## config.mk

```make
export PLATFORM = sky130hd
export DESIGN_NAME = uart_rx_os
export DESIGN_NICKNAME = d
export VERILOG_FILES = /design/src/rtl/uart_pkg.sv /design/src/rtl/uart_baud_tick.sv /design/src/rtl/uart_rx_os.sv
export SDC_FILE = /design/constraint.sdc
export NUM_CORES = 1
export LEC_CHECK = 0
export CORE_MARGIN = 3
export CORE_UTILIZATION = 40
export DETAILED_ROUTE_END_ITERATION = 7
export PLACE_DENSITY = 0.57
export SETUP_SLACK_MARGIN = 0.2
export SLEW_MARGIN = 5
export SYNTH_ARGS = -nofsm -noshare
export SYNTH_HDL_FRONTEND = slang
export SYNTH_HIERARCHICAL = 1
export SYNTH_SLANG_ARGS = --single-unit
```

## constraint.sdc

```tcl
create_clock -name clk -period 3.45 [get_ports clk]
set_clock_uncertainty 0.1 [all_clocks]
set_input_delay 0.345 -clock clk [delete_from_list [all_inputs] [get_ports clk]]
set_output_delay 0.345 -clock clk [all_outputs]
set_load 0.02 [all_outputs]
```

## src/rtl/uart_pkg.sv

```systemverilog
// uart_pkg: definitions shared by the UART receiver and transmitter.
//   uart_state_t : receiver frame FSM states
//   IDLE_LEVEL   : electrical level of an idle serial line
//   calc_div     : clocks per oversample tick, truncated, never below 1
`timescale 1ns/1ps
package uart_pkg;

  typedef enum logic [2:0] {
    IDLE,
    START,
    DATA,
    PARITY,
    STOP
  } uart_state_t;

  localparam logic IDLE_LEVEL = 1'b1;

  function automatic int calc_div(input int clk_freq, input int baud, input int oversample);
    int d;
    d = clk_freq / (baud * oversample);
    return (d < 1) ? 1 : d;
  endfunction

endpackage

```

## src/rtl/uart_baud_tick.sv

```systemverilog
// uart_baud_tick: free-running divider producing a one-cycle tick every DIV clocks.
//   clk     : system clock
//   rst     : asynchronous active-high reset
//   restart : forces the divider back to phase 0 (no tick in that cycle)
//   tick    : one-cycle pulse every DIV clocks
`timescale 1ns/1ps
module uart_baud_tick #(
  parameter int DIV = 1
) (
  input  logic clk,
  input  logic rst,
  input  logic restart,
  output logic tick
);

  localparam int            CW   = (DIV > 1) ? $clog2(DIV) : 1;
  localparam logic [CW-1:0] LAST = CW'(DIV - 1);

  logic [CW-1:0] cnt;

  always_ff @(posedge clk or posedge rst) begin
    if (rst)
      cnt <= '0;
    else if (restart || cnt == LAST)
      cnt <= '0;
    else
      cnt <= cnt + CW'(1);
  end

  assign tick = (cnt == LAST) && !restart;

endmodule

```

## src/rtl/uart_rx_os.sv

```systemverilog
// uart_rx_os: 16x-oversampled UART receiver with majority-vote sampling,
// optional parity check, framing check and overrun detection.
//   clk           : system clock, rising edge
//   rst           : asynchronous active-high reset
//   rx            : serial line, idle high, asynchronous to clk
//   rx_flag_clr   : one-cycle pulse clearing rx_flag and overrun
//   Rx_Data       : last received byte, zero-extended
//   rx_flag       : sticky "new byte available"
//   parity_error  : parity result of the last frame
//   framing_error : stop bit sampled low in the last frame
//   overrun       : a frame completed while rx_flag was still set
//   busy          : FSM not in IDLE
`timescale 1ns/1ps
module uart_rx_os
  import uart_pkg::*;
#(
  parameter int CLK_FREQ   = 25_000_000,
  parameter int BAUD       = 9600,
  parameter int OVERSAMPLE = 16,
  parameter int DATA_BITS  = 8,
  parameter int PARITY_EN  = 1,
  parameter int PARITY_ODD = 0
) (
  input  logic       clk,
  input  logic       rst,
  input  logic       rx,
  input  logic       rx_flag_clr,
  output logic [7:0] Rx_Data,
  output logic       rx_flag,
  output logic       parity_error,
  output logic       framing_error,
  output logic       overrun,
  output logic       busy
);

  localparam int DIV = calc_div(CLK_FREQ, BAUD, OVERSAMPLE);
  localparam int M   = OVERSAMPLE / 2;
  localparam int SW  = $clog2(OVERSAMPLE);
  localparam int BW  = $clog2(DATA_BITS);

  localparam logic [SW-1:0] S_M_LO   = SW'(M - 1);
  localparam logic [SW-1:0] S_M      = SW'(M);
  localparam logic [SW-1:0] S_M_HI   = SW'(M + 1);
  localparam logic [SW-1:0] S_LAST   = SW'(OVERSAMPLE - 1);
  localparam logic [BW-1:0] LAST_BIT = BW'(DATA_BITS - 1);
  localparam logic          PAR_ON   = (PARITY_EN != 0);
  localparam logic          ODD_BIT  = (PARITY_ODD != 0);

  function automatic logic majority3(input logic a, input logic b, input logic c);
    return (a & b) | (a & c) | (b & c);
  endfunction

  uart_state_t         state, state_nxt;
  logic                rx_p0, rx_p1, rx_p2;
  logic                tick, restart;
  logic [SW-1:0]       s_cnt;
  logic [BW-1:0]       bit_cnt;
  logic                samp_lo, samp_mid;
  logic [DATA_BITS-1:0] shift;
  logic                par_bit;
  logic                eval, bit_end, bit_val;
  logic                shift_en, par_en, stop_en;
  logic                vld_p1, stop_p1;
  logic                perr;

  // ---- stage p0: two-flop synchronizer, plus one extra flop for edge detect
  always_ff @(posedge clk or posedge rst) begin
    if (rst) begin
      rx_p0 <= IDLE_LEVEL;
      rx_p1 <= IDLE_LEVEL;
      rx_p2 <= IDLE_LEVEL;
    end else begin
      rx_p0 <= rx;
      rx_p1 <= rx_p0;
      rx_p2 <= rx_p1;
    end
  end

  uart_baud_tick #(
    .DIV (DIV)
  ) u_tick (
    .clk     (clk),
    .rst     (rst),
    .restart (restart),
    .tick    (tick)
  );

  // Bit value is voted from samples at M-1, M and the live sample at M+1.
  assign bit_val = majority3(samp_lo, samp_mid, rx_p1);
  assign eval    = tick && (s_cnt == S_M_HI);
  assign bit_end = tick && (s_cnt == S_LAST);
  assign busy    = (state != IDLE);

  always_ff @(posedge clk or posedge rst) begin
    if (rst)
      state <= IDLE;
    else
      state <= state_nxt;
  end

  always_comb begin
    state_nxt = state;
    restart   = 1'b0;
    shift_en  = 1'b0;
    par_en    = 1'b0;
    stop_en   = 1'b0;
    case (state)
      IDLE: begin
        // A falling edge is required, so a held-low line cannot retrigger.
        if (rx_p2 && !rx_p1) begin
          state_nxt = START;
          restart   = 1'b1;
        end
      end
      START: begin
        if (eval && bit_val)
          state_nxt = IDLE;
        else if (bit_end)
          state_nxt = DATA;
      end
      DATA: begin
        shift_en = eval;
        if (bit_end && bit_cnt == LAST_BIT)
          state_nxt = PAR_ON ? PARITY : STOP;
      end
      PARITY: begin
        par_en = eval;
        if (bit_end)
          state_nxt = STOP;
      end
      STOP: begin
        // Leave at mid-stop so a back-to-back start edge is not missed.
        if (eval) begin
          stop_en   = 1'b1;
          state_nxt = IDLE;
        end
      end
      default: state_nxt = IDLE;
    endcase
  end

  always_ff @(posedge clk or posedge rst) begin
    if (rst) begin
      s_cnt   <= '0;
      bit_cnt <= '0;
    end else begin
      if (state == IDLE)
        s_cnt <= '0;
      else if (tick)
        s_cnt <= (s_cnt == S_LAST) ? '0 : s_cnt + SW'(1);

      if (restart)
        bit_cnt <= '0;
      else if (state == DATA && bit_end && bit_cnt != LAST_BIT)
        bit_cnt <= bit_cnt + BW'(1);
    end
  end

  always_ff @(posedge clk) begin
    if (tick && s_cnt == S_M_LO)
      samp_lo <= rx_p1;
    if (tick && s_cnt == S_M)
      samp_mid <= rx_p1;
    if (shift_en)
      shift <= {bit_val, shift[DATA_BITS-1:1]};
    if (par_en)
      par_bit <= bit_val;
    if (stop_en)
      stop_p1 <= bit_val;
  end

  // ---- stage p1: frame commit, one clock after the stop-bit evaluation
  always_ff @(posedge clk or posedge rst) begin
    if (rst)
      vld_p1 <= 1'b0;
    else
      vld_p1 <= stop_en;
  end

  assign perr = PAR_ON & ((^shift) ^ par_bit ^ ODD_BIT);

  always_ff @(posedge clk or posedge rst) begin
    if (rst) begin
      Rx_Data       <= '0;
      rx_flag       <= 1'b0;
      parity_error  <= 1'b0;
      framing_error <= 1'b0;
      overrun       <= 1'b0;
    end else if (vld_p1) begin
      Rx_Data       <= 8'(shift);
      parity_error  <= perr;
      framing_error <= !stop_p1;
      rx_flag       <= 1'b1;
      // A clear arriving with the commit is consumed by the new byte.
      if (rx_flag && !rx_flag_clr)
        overrun <= 1'b1;
    end else if (rx_flag_clr) begin
      rx_flag <= 1'b0;
      overrun <= 1'b0;
    end
  end

endmodule

```

==> flow_metrics.tcl, run 1 <==
set metrics [dict create \
    netlist.area_leader.share_pct 38.61 \
    fp.coreArea_um2 4786 \
    hold_slack_ps 215.7 \
    drt_iter0_drc 72 \
    antenna_found_initial 0 \
    synth_area_leaders "dfrtp_1 39%, edfxtp_1 18%, mux2_2 5.0%, ha_1 4.4%, dfstp_2 3.9%" \
    syn_area_um2 2009 \
    fin_crit_ps 2961 \
    slew_headroom_pct 32.85 \
    htreeDepth 2 \
    drc 0 \
    initial_core_util_pct 41.99 \
    muxShareOfSynthArea_pct 7.036 \
    vias_per_cell 4.935 \
    total_power_mw 1.180 \
    cts.root.buffer_cell "clkbuf_8" \
    synth-xor-area-share_pct 6.351 \
    num_rows 25 \
    cts_tree "done" \
    path_cells "nand2b_1 -> nor2_1 -> nor2_1 -> nand4b_1 -> nor3_1" \
    avgSynthCellArea_um2 12.56 \
    ys.flop_type "dfrtp_1" \
    gp_congestion 0.8436 \
    crit_arrival_ps 2780 \
    setup_viol 0 \
    fillers 430 \
    ys_ff_latch 46 \
    synth_fp_nets 171 \
    route.antenna.remaining_nets 0 \
    clkPwrFrac_pct 33.2 \
    grt_util_all_layers_pct 11.56 \
    reg2regPathDepth 5 \
    cts.repair.resized 0 \
    pwr-share-comb_pct 11.1 \
    worst_path_largest_cell_delay_ps 890 \
    cap_violations 0 \
    cts_max_path_buffers 2 \
    first_pass_iters 4 \
    synthSimpleGateAreaFrac_pct 13.95 \
    yosysWarnings 6 \
    start_kind "register" \
    fmax_mhz 337.7 \
    fin_cells 248 \
    io_buffers 16 \
    seqPwrFrac_pct 55.7 \
    drt_wl_total_um 3164 \
    fin_setup_tns_ps 0 \
    synth-compound-area-share_pct 4.670 \
    synth_top_family_by_area "simple AND/OR/NAND/NOR gates" \
    vias 1224 \
    post_drt_wl_per_cell_um 12.76 \
    clkTransAtPathRegs_ps 90 \
    synth_edf_count 12 \
    crit_family "simple AND/OR/NAND/NOR gates" \
    diodes 0 \
    clkSinkCount 46 \
    path_class "register to register" \
    seq_area_frac_synth_pct 60.46 \
    synth_top_cell_by_area "dfrtp_1" \
    rsz0062_at_grt "false" \
    hpwlAfterDp_um 2327 \
    ir_worst_vdd_v 0.0001784 \
    area_delta_synth_final_pct 17.00 \
    grt_pass1_wl_um 5471 \
    worst_slew_pin_slew_ps 999.5 \
    yosysMostFrequentCell "dfrtp_1" \
    p_int_mw 0.8727 \
    hold_class "input pin to async pin" \
    hold_violations 0 \
    crit_top_cell "nor2_1" \
    finalCritPeriodShare_pct 85.84 \
    die_x_um 76.88 \
    p_per_area_nw_per_um2 502.0 \
    async_flop_share_pct 73.91 \
    numCtsBuffers 5 \
    required_ps 3270 \
    layout.nets 191 \
    maxSlewViolCount 0 \
    end_kind "register" \
    cpMaxStageDelayCell "nor3_1" \
    outcome "finished, final reports clean" \
    path_depth 5 \
    postCtsHoldBufs 0 \
    yosys-top-cells-count "31 x dfrtp_1, 16 x nor2_1, 12 x edfxtp_1, 10 x inv_1, 9 x mux2_2" \
    cp_max_fo 9 \
    post-cts-setup-buffers 0 \
    synthCells 160 \
    p_sw_share_pct 26.05 \
    ios 17 \
    synth_fa_ha_area_share_pct 4.857 \
    placedCellCount 240 \
    clock_latency_ps 290 \
    grt_start_max_net_pins 27 \
    synth_cell_types 37 \
    drive_gt1_share_pct 13.26 \
    die_height_um 76.88 \
    crit_buf_inv 0 \
    grt_pass1_vias 1262 \
    leakagePower_nw 1.009 \
    dieArea_um2 5910 \
    p_sw_mw 0.3074 \
    grt-ovfl-total 0 \
]
-- metrics by stage --
step	utilization [%]	worst slack [ps]	cell area [um^2]
5_1_grt	49.12	280.6	2351
6_report	49.12	488.6	2351
3_5_place_dp	46.75	493.7	2237
2_1_floorplan	-	913.8	2009
3_3_place_gp	46.75	621.6	2237
4_1_cts	49.12	519.0	2351
-- cell type report --
| cell class | instances | area, um^2 | area share (%) |
|---|---|---|---|
| inverters | 10 | 37.54 | 1.597 |
| well taps | 67 | 83.83 | 3.566 |
| clock buffers | 5 | 68.82 | 2.927 |
| clock inverters | 3 | 45.04 | 1.916 |
| multi-input cells | 101 | 740.7 | 31.51 |
| repair buffers | 16 | 160.2 | 6.812 |
| flip-flops and latches | 46 | 1215 | 51.68 |
-- worst paths after layout --
check | startpoint | end | slack (ps)
max in group asynchronous | rst | s_cnt[2] | 2140
min reg2reg | rx_p0 | rx_p1 | 260
max reg2reg | rx_p1 | shift[1] | 490
min in group clk | rx_p0 | rx_p1 | 260
max | rx_p1 | shift[1] | 490
min | rst | u_tick/cnt[3] | 220
-- kinds of logic (layout without fill, tap and decap cells) --
logic type | after synthesis | in the layout
mux | 13 | 13
fa+ha+maj | 8 | 8
buf+inv | 13 | 34
xor+xnor | 13 | 13
flops | 46 | 46
simple gates | 51 | 51
compound gates | 16 | 16
-- registers in the layout (all words and copies together), names as in the netlist, 3 cells and up --
register,flops
Rx_Data,8
shift,8
u_tick/cnt,8
s_cnt,4
bit_cnt,3
state,3
-- cell usage in the layout, fill, tap and decap left out, types with 2 or more instances in the layout --
cell type / netlist / routed
nor2_1: 16 / 16
and4b_1: 2 / 2
xnor2_1: 6 / 6
or3_1: 4 / 4
mux2i_1: 4 / 4
a21oi_1: 5 / 5
nor3b_1: 2 / 2
ha_1: 7 / 7
dfstp_2: 3 / 3
nand2_1: 5 / 5
edfxtp_1: 12 / 12
inv_1: 10 / 10
clkdlybuf4s50_1: 0 / 16
o21ai_0: 7 / 7
nand3_1: 7 / 7
clkinvlp_4: 0 / 2
mux2_2: 9 / 9
nand2b_1: 3 / 3
dfrtp_1: 31 / 31
nor3_1: 3 / 3
clkbuf_8: 0 / 5
xor2_1: 6 / 6
-- power by group through the flow --
stage | Sequential [mW] | Clock (mW) | Combinational, mW
floorplan | 0.654 | 0 | 0.102
global placement | 0.665 | 0 | 0.129
detailed placement | 0.666 | 0 | 0.135
CTS | 0.657 | 0.407 | 0.135
global route | 0.667 | 0.433 | 0.153
finish | 0.657 | 0.392 | 0.131
-- per-layer routing --
metal	track usage [%]	share of wire, %	up-vias
li1	-	-	595
met2	19.43	49	22
met3	4.343	5.0	4
met5	0	0	-
met4	4.529	0.92	0
met1	13.29	45	603
No activity file was read; power rests on OpenSTA's default activity.
==> run 2: changes to the inputs <==
--- a/config.mk
+++ b/config.mk
@@ -5,6 +5,7 @@
 export SDC_FILE = /design/constraint.sdc
 export NUM_CORES = 1
 export LEC_CHECK = 0
+export ABC_AREA = 0
 export CORE_MARGIN = 3
 export CORE_UTILIZATION = 40
 export DETAILED_ROUTE_END_ITERATION = 7
==> results of run 2 <==
Same layout as run 1: the final DEF is identical, and so are final timing and power.
==> RTL edit 1, RTL diff (settings of run 1) <==
Set the parameter `BAUD` to 19200 (it was 9600).
--- a/src/rtl/uart_rx_os.sv
+++ b/src/rtl/uart_rx_os.sv
@@ -16,5 +16,5 @@
 #(
   parameter int CLK_FREQ   = 25_000_000,
-  parameter int BAUD       = 9600,
+  parameter int BAUD       = 19200,
   parameter int OVERSAMPLE = 16,
   parameter int DATA_BITS  = 8,
Behaviour: same outputs for any inputs over 10 cycles, from zero or initial values and one cycle with rst high; that may be too few to reach the edited logic, so the function may still have changed.
==> RTL edit 1 against run 1 <==
Design area fell by 3.0%. Core utilization rose by 1.2 points. Sequential power fell by 4.0%. Synthesized area fell by 2.2%. Wire length fell by 1.9%. Sequential cell count fell by 1. Worst setup slack improved by 0.13 ns. Power fell by 8.4%. First-iteration DRC count fell by 17%. Clock power fell by 20%. Critical endpoint is now bit_cnt[1]. Largest power group unchanged.
==> RTL edit 1: results (changes against run 1) <==
| Metric | Value |
|---|---|
| Status | `finished clean` |
| Worst stage delay on the critical path | `0.59 ns (-0.30 ns)` |
| Netlist cell types | `35 (-5.4%)` |
| Synth top area cells | `dfrtp_1, edfxtp_1, mux2_2` |
| Max Fanout on Critical Path | `8 (-1)` |
| Top flop regs | `Rx_Data (8), shift (8), u_tick/cnt (7)` |
| Met1 Use GR | `14.3% (+1.0 points)` |
| Worst VDD drop | `274 µV (+54%)` |
| Slew headroom | `32.4% (-0.41 points)` |
| Seq/Total Area, Yosys | `60.6% (+0.11 points)` |
| Wl on met1 | `1390 µm (-2.1%)` |
| First-pass GRT wire length | `5510 µm (+0.64%)` |
| Clock Network Area Fraction | `3.62% (-1.2 points)` |
| Postcts setup bufs | `0 (unchanged)` |
| Grt met2 use | `20.3% (+0.88 points)` |
| Grt met3 use | `3.19% (-1.2 points)` |
| Crit path launch | `state[1]` |
| Metal3 WL | `77 µm (-51%)` |
| DR pass1 iterations | `2 (-2)` |
| Synth top cells by count | `dfrtp_1, nor2_1, edfxtp_1, inv_1, mux2_2` |
| Number of fill cells | `406 (-5.6%)` |
| Hpwl dp | `2230 µm (-4.0%)` |
| Vias in the first global route | `1189 (-5.8%)` |
| Switching Fraction | `26.9% (+0.83 points)` |
| Buffer share of cell area | `7.35% (+0.54 points)` |
| Post-synth ARST share | `73.3% (-0.58 points)` |
| Starting DRT DRC Count | `60 (-17%)` |
| # clk buffers | `6 (+1)` |
| Non-clock buffers | `17 (+1)` |
| # nets final | `187 (-2.1%)` |
| Fraction of area in multi-input gates | `31.4% (-0.057 points)` |
| Global Route Usage Sum | `12.1% (+0.58 points)` |
| Total clock sinks | `45 (-2.2%)` |
| WL final | `3100 µm (-1.9%)` |
| WL met2 | `1590 µm (+1.8%)` |
| Sequential cell area | `1190 µm² (-2.1%)` |
| Placer congestion estimate | `0.793 (-6.0%)` |
| Worst R2R Start | `state[1]` |
| #MultiIn Comb | `96 (-5.0%)` |
| Net Count, Synth | `166 (-2.9%)` |
| Share of layout cells above drive strength 1 | `13.6% (+0.30 points)` |
## RTL edit 1: power groups by stage
| stage | registers, mW | clock network (mW) | logic, mW |
|---|---|---|---|
| 2_1_floorplan | 0.633 | 0 | 0.108 |
| 3_3_place_gp | 0.640 | 0 | 0.132 |
| 3_5_place_dp | 0.642 | 0 | 0.138 |
| 4_1_cts | 0.631 | 0.327 | 0.140 |
| 5_1_grt | 0.639 | 0.346 | 0.157 |
| 6_report | 0.631 | 0.314 | 0.136 |
## RTL edit 1: worst paths after layout
path,to,cells past startpoint,slack (ns)
setup / recovery,bit_cnt[1],9,0.61
hold / removal,u_tick/cnt[3],2,0.20
setup reg to reg,bit_cnt[1],9,0.61
hold reg to reg,rx_p1,0,0.26
max in group asynchronous,bit_cnt[0],2,2.12
min in group clk,rx_p1,0,0.26
## RTL edit 1: cell families (layout without fill, tap and decap cells)
| kind of cell | Yosys count | count (layout) | share of synthesized area [%] |
|---|---|---|---|
| mux | 13 | 13 | 7.20 |
| fa+ha+maj | 8 | 8 | 4.97 |
| simple gates | 48 | 48 | 13.3 |
| flops | 45 | 45 | 60.6 |
| buf+inv | 14 | 36 | 2.93 |
| compound gates | 14 | 14 | 4.52 |
| xor+xnor | 13 | 13 | 6.50 |
## RTL edit 1: through the flow
step / utilization (%) / cell area [µm²] / worst slack [ns] / std cells / total power [mW]
2_1_floorplan: - / 1960 / 0.862 / 155 / 0.742
3_3_place_gp: 48.5 / 2200 / 0.712 / 234 / 0.773
3_5_place_dp: 48.5 / 2200 / 0.576 / 234 / 0.780
4_1_cts: 50.3 / 2280 / 0.622 / 242 / 1.10
5_1_grt: 50.3 / 2280 / 0.396 / 242 / 1.14
6_report: 50.3 / 2280 / 0.615 / 242 / 1.08
==> RTL edit 2, RTL diff (flow settings as in run 1) <==
Without the edit above. Compare `s_cnt` against `S_M` with >= in place of ==.
--- a/src/rtl/uart_rx_os.sv
+++ b/src/rtl/uart_rx_os.sv
@@ -160,5 +160,5 @@
     if (tick && s_cnt == S_M_LO)
       samp_lo <= rx_p1;
-    if (tick && s_cnt == S_M)
+    if (tick && s_cnt >= S_M)
       samp_mid <= rx_p1;
     if (shift_en)
Check against the original RTL: same outputs for any inputs over 10 cycles, from zero or initial values and one cycle with rst high; that may be too few to reach the edited logic, so the function may still have changed.
==> RTL edit 2 against run 1 <==
Power decreased by 6.4%. Count of clock-buffer cells in the layout rose by 1. Synthesized area up 0.62%. Wire length is 11% higher. Design area decreased by 0.80%. Non-clock buffer count unchanged. Worst setup slack improved by 0.13 ns. Die area grew 0.57%. Core utilization shrank 0.71 points. Via count up 3.4%. Clock power down 21%. Sequential cell count unchanged. Worst hold slack worse by 0.0037 ns. Critical path depth rose by 2.
==> RTL edit 2: results (changes against run 1) <==
| Metric | Value |
|---|---|
| N_diodes | `0 (unchanged)` |
| Hpwl dp | `2500 µm (+7.6%)` |
| Seq/Total Area, Yosys | `60.1% (-0.37 points)` |
| Number of CTS-inserted buffers | `5 (unchanged)` |
| Via/cell ratio | `5.08 (+3.0%)` |
| PortBufs | `16 (unchanged)` |
| Net Count, Synth | `173 (+1.2%)` |
| Worst VDD drop | `185 µV (+3.5%)` |
| Starting DRT DRC Count | `74 (+2.8%)` |
| WL final | `3520 µm (+11%)` |
| First-pass GRT wire length | `6240 µm (+14%)` |
| Global Route Usage Sum | `13.4% (+1.9 points)` |
| Max Fanout on Critical Path | `8 (-1)` |
| Top flop regs | `Rx_Data (8), shift (8), u_tick/cnt (8)` |
| Placer congestion estimate | `0.827 (-1.9%)` |
| Synth top cells by count | `dfrtp_1, nor2_1, edfxtp_1, inv_1, mux2_2` |
| Largest net degree at the start of global routing | `27 (unchanged)` |
| Worst stage delay on the critical path | `0.56 ns (-0.33 ns)` |
| P_leak | `1.01 nW (+0.16%)` |
| Worst-skew pair later-pin latency | `around 0.30 ns` |
| Number of fill cells | `435 (+1.2%)` |
| Status | `finished clean` |
| # placed instances | `241 (+0.42%)` |
| Max Root-Sink Buffers | `2 (unchanged)` |
| Number of enable flip-flop cells after synthesis | `12 (unchanged)` |
| DR pass1 iterations | `4 (unchanged)` |
| Share of layout cells above drive strength 1 | `15.4% (+2.1 points)` |
| Netlist cell types | `36 (-2.7%)` |
| Cell count after synthesis | `162 (+1.3%)` |
| Worst hold path type | `in2async` |
| Synth top area cells | `dfrtp_1, edfxtp_1, mux2_2` |
| Slew headroom | `32.1% (-0.71 points)` |
| # nets final | `192 (+0.52%)` |
| Total number of vias | `1266 (+3.4%)` |
| Data required, critical path | `3.39 ns (+0.12 ns)` |
RTL edit 2: report_power, final:
part           total, mW  internal [mW]  leakage, nW  switching, mW
Combinational      0.134         0.0592        0.407         0.0744
Sequential         0.660          0.599        0.558         0.0608
Clock              0.311          0.140       0.0450          0.171
Total               1.11          0.799         1.01          0.306
RTL edit 2: final timing paths:
kind                       cells past startpoint             to  startpoint  slack (ns)
min in group clk                               0          rx_p1       rx_p0        0.26
setup reg to reg                               7       shift[2]    state[1]        0.62
setup / recovery                               7       shift[2]    state[1]        0.62
hold / removal                                 2  u_tick/cnt[2]         rst        0.21
max in group asynchronous                      2       s_cnt[1]         rst        2.11
hold reg to reg                                0          rx_p1       rx_p0        0.26
RTL edit 2: kinds of logic after synthesis:
group                      Yosys count  share of synthesized area (%)
AOI/OAI and AO/OA                   17                           4.95
xor gates and xnor gates            13                           6.31
adders and majority gates            8                           4.83
buffers and inverters               14                           2.91
DFF                                 46                           60.1
muxes                               13                           6.99
and+or+nand+nor                     51                           13.9
RTL edit 2: worst max-delay path: cells and delay by family, from the launching register on:
kind                   cells  cell delay [ns]
and+or+nand+nor            6             1.88
buffers and inverters      1             0.13
DFF                        1             0.47
RTL edit 2: cell type report:
cell class,count,share of cell area (%)
clock inverters,2,0.429
well taps,67,3.59
inverters,10,1.61
clock buffers,6,3.11
multi-input cells,102,32.3
flip-flops and latches,46,52.1
repair buffers,16,6.87
RTL edit 2: metrics by stage:
step	setup WS (ns)	area [µm²]	total power, mW
finish	0.621	2330	1.11
global route	0.290	2330	1.18
CTS	0.372	2330	1.12
detailed placement	0.360	2240	0.801
global placement	0.509	2240	0.795
floorplan	0.890	2020	0.759
RTL edit 2: metal layers:
metal	wire [µm]	vias up	global-route usage, %	share of wire (%)
met2	1740	32	22.0	50
li1	-	607	-	-
met1	1560	622	16.1	44
met4	50	0	5.16	1.4
met5	0	-	0	0
met3	168	5	5.05	4.8
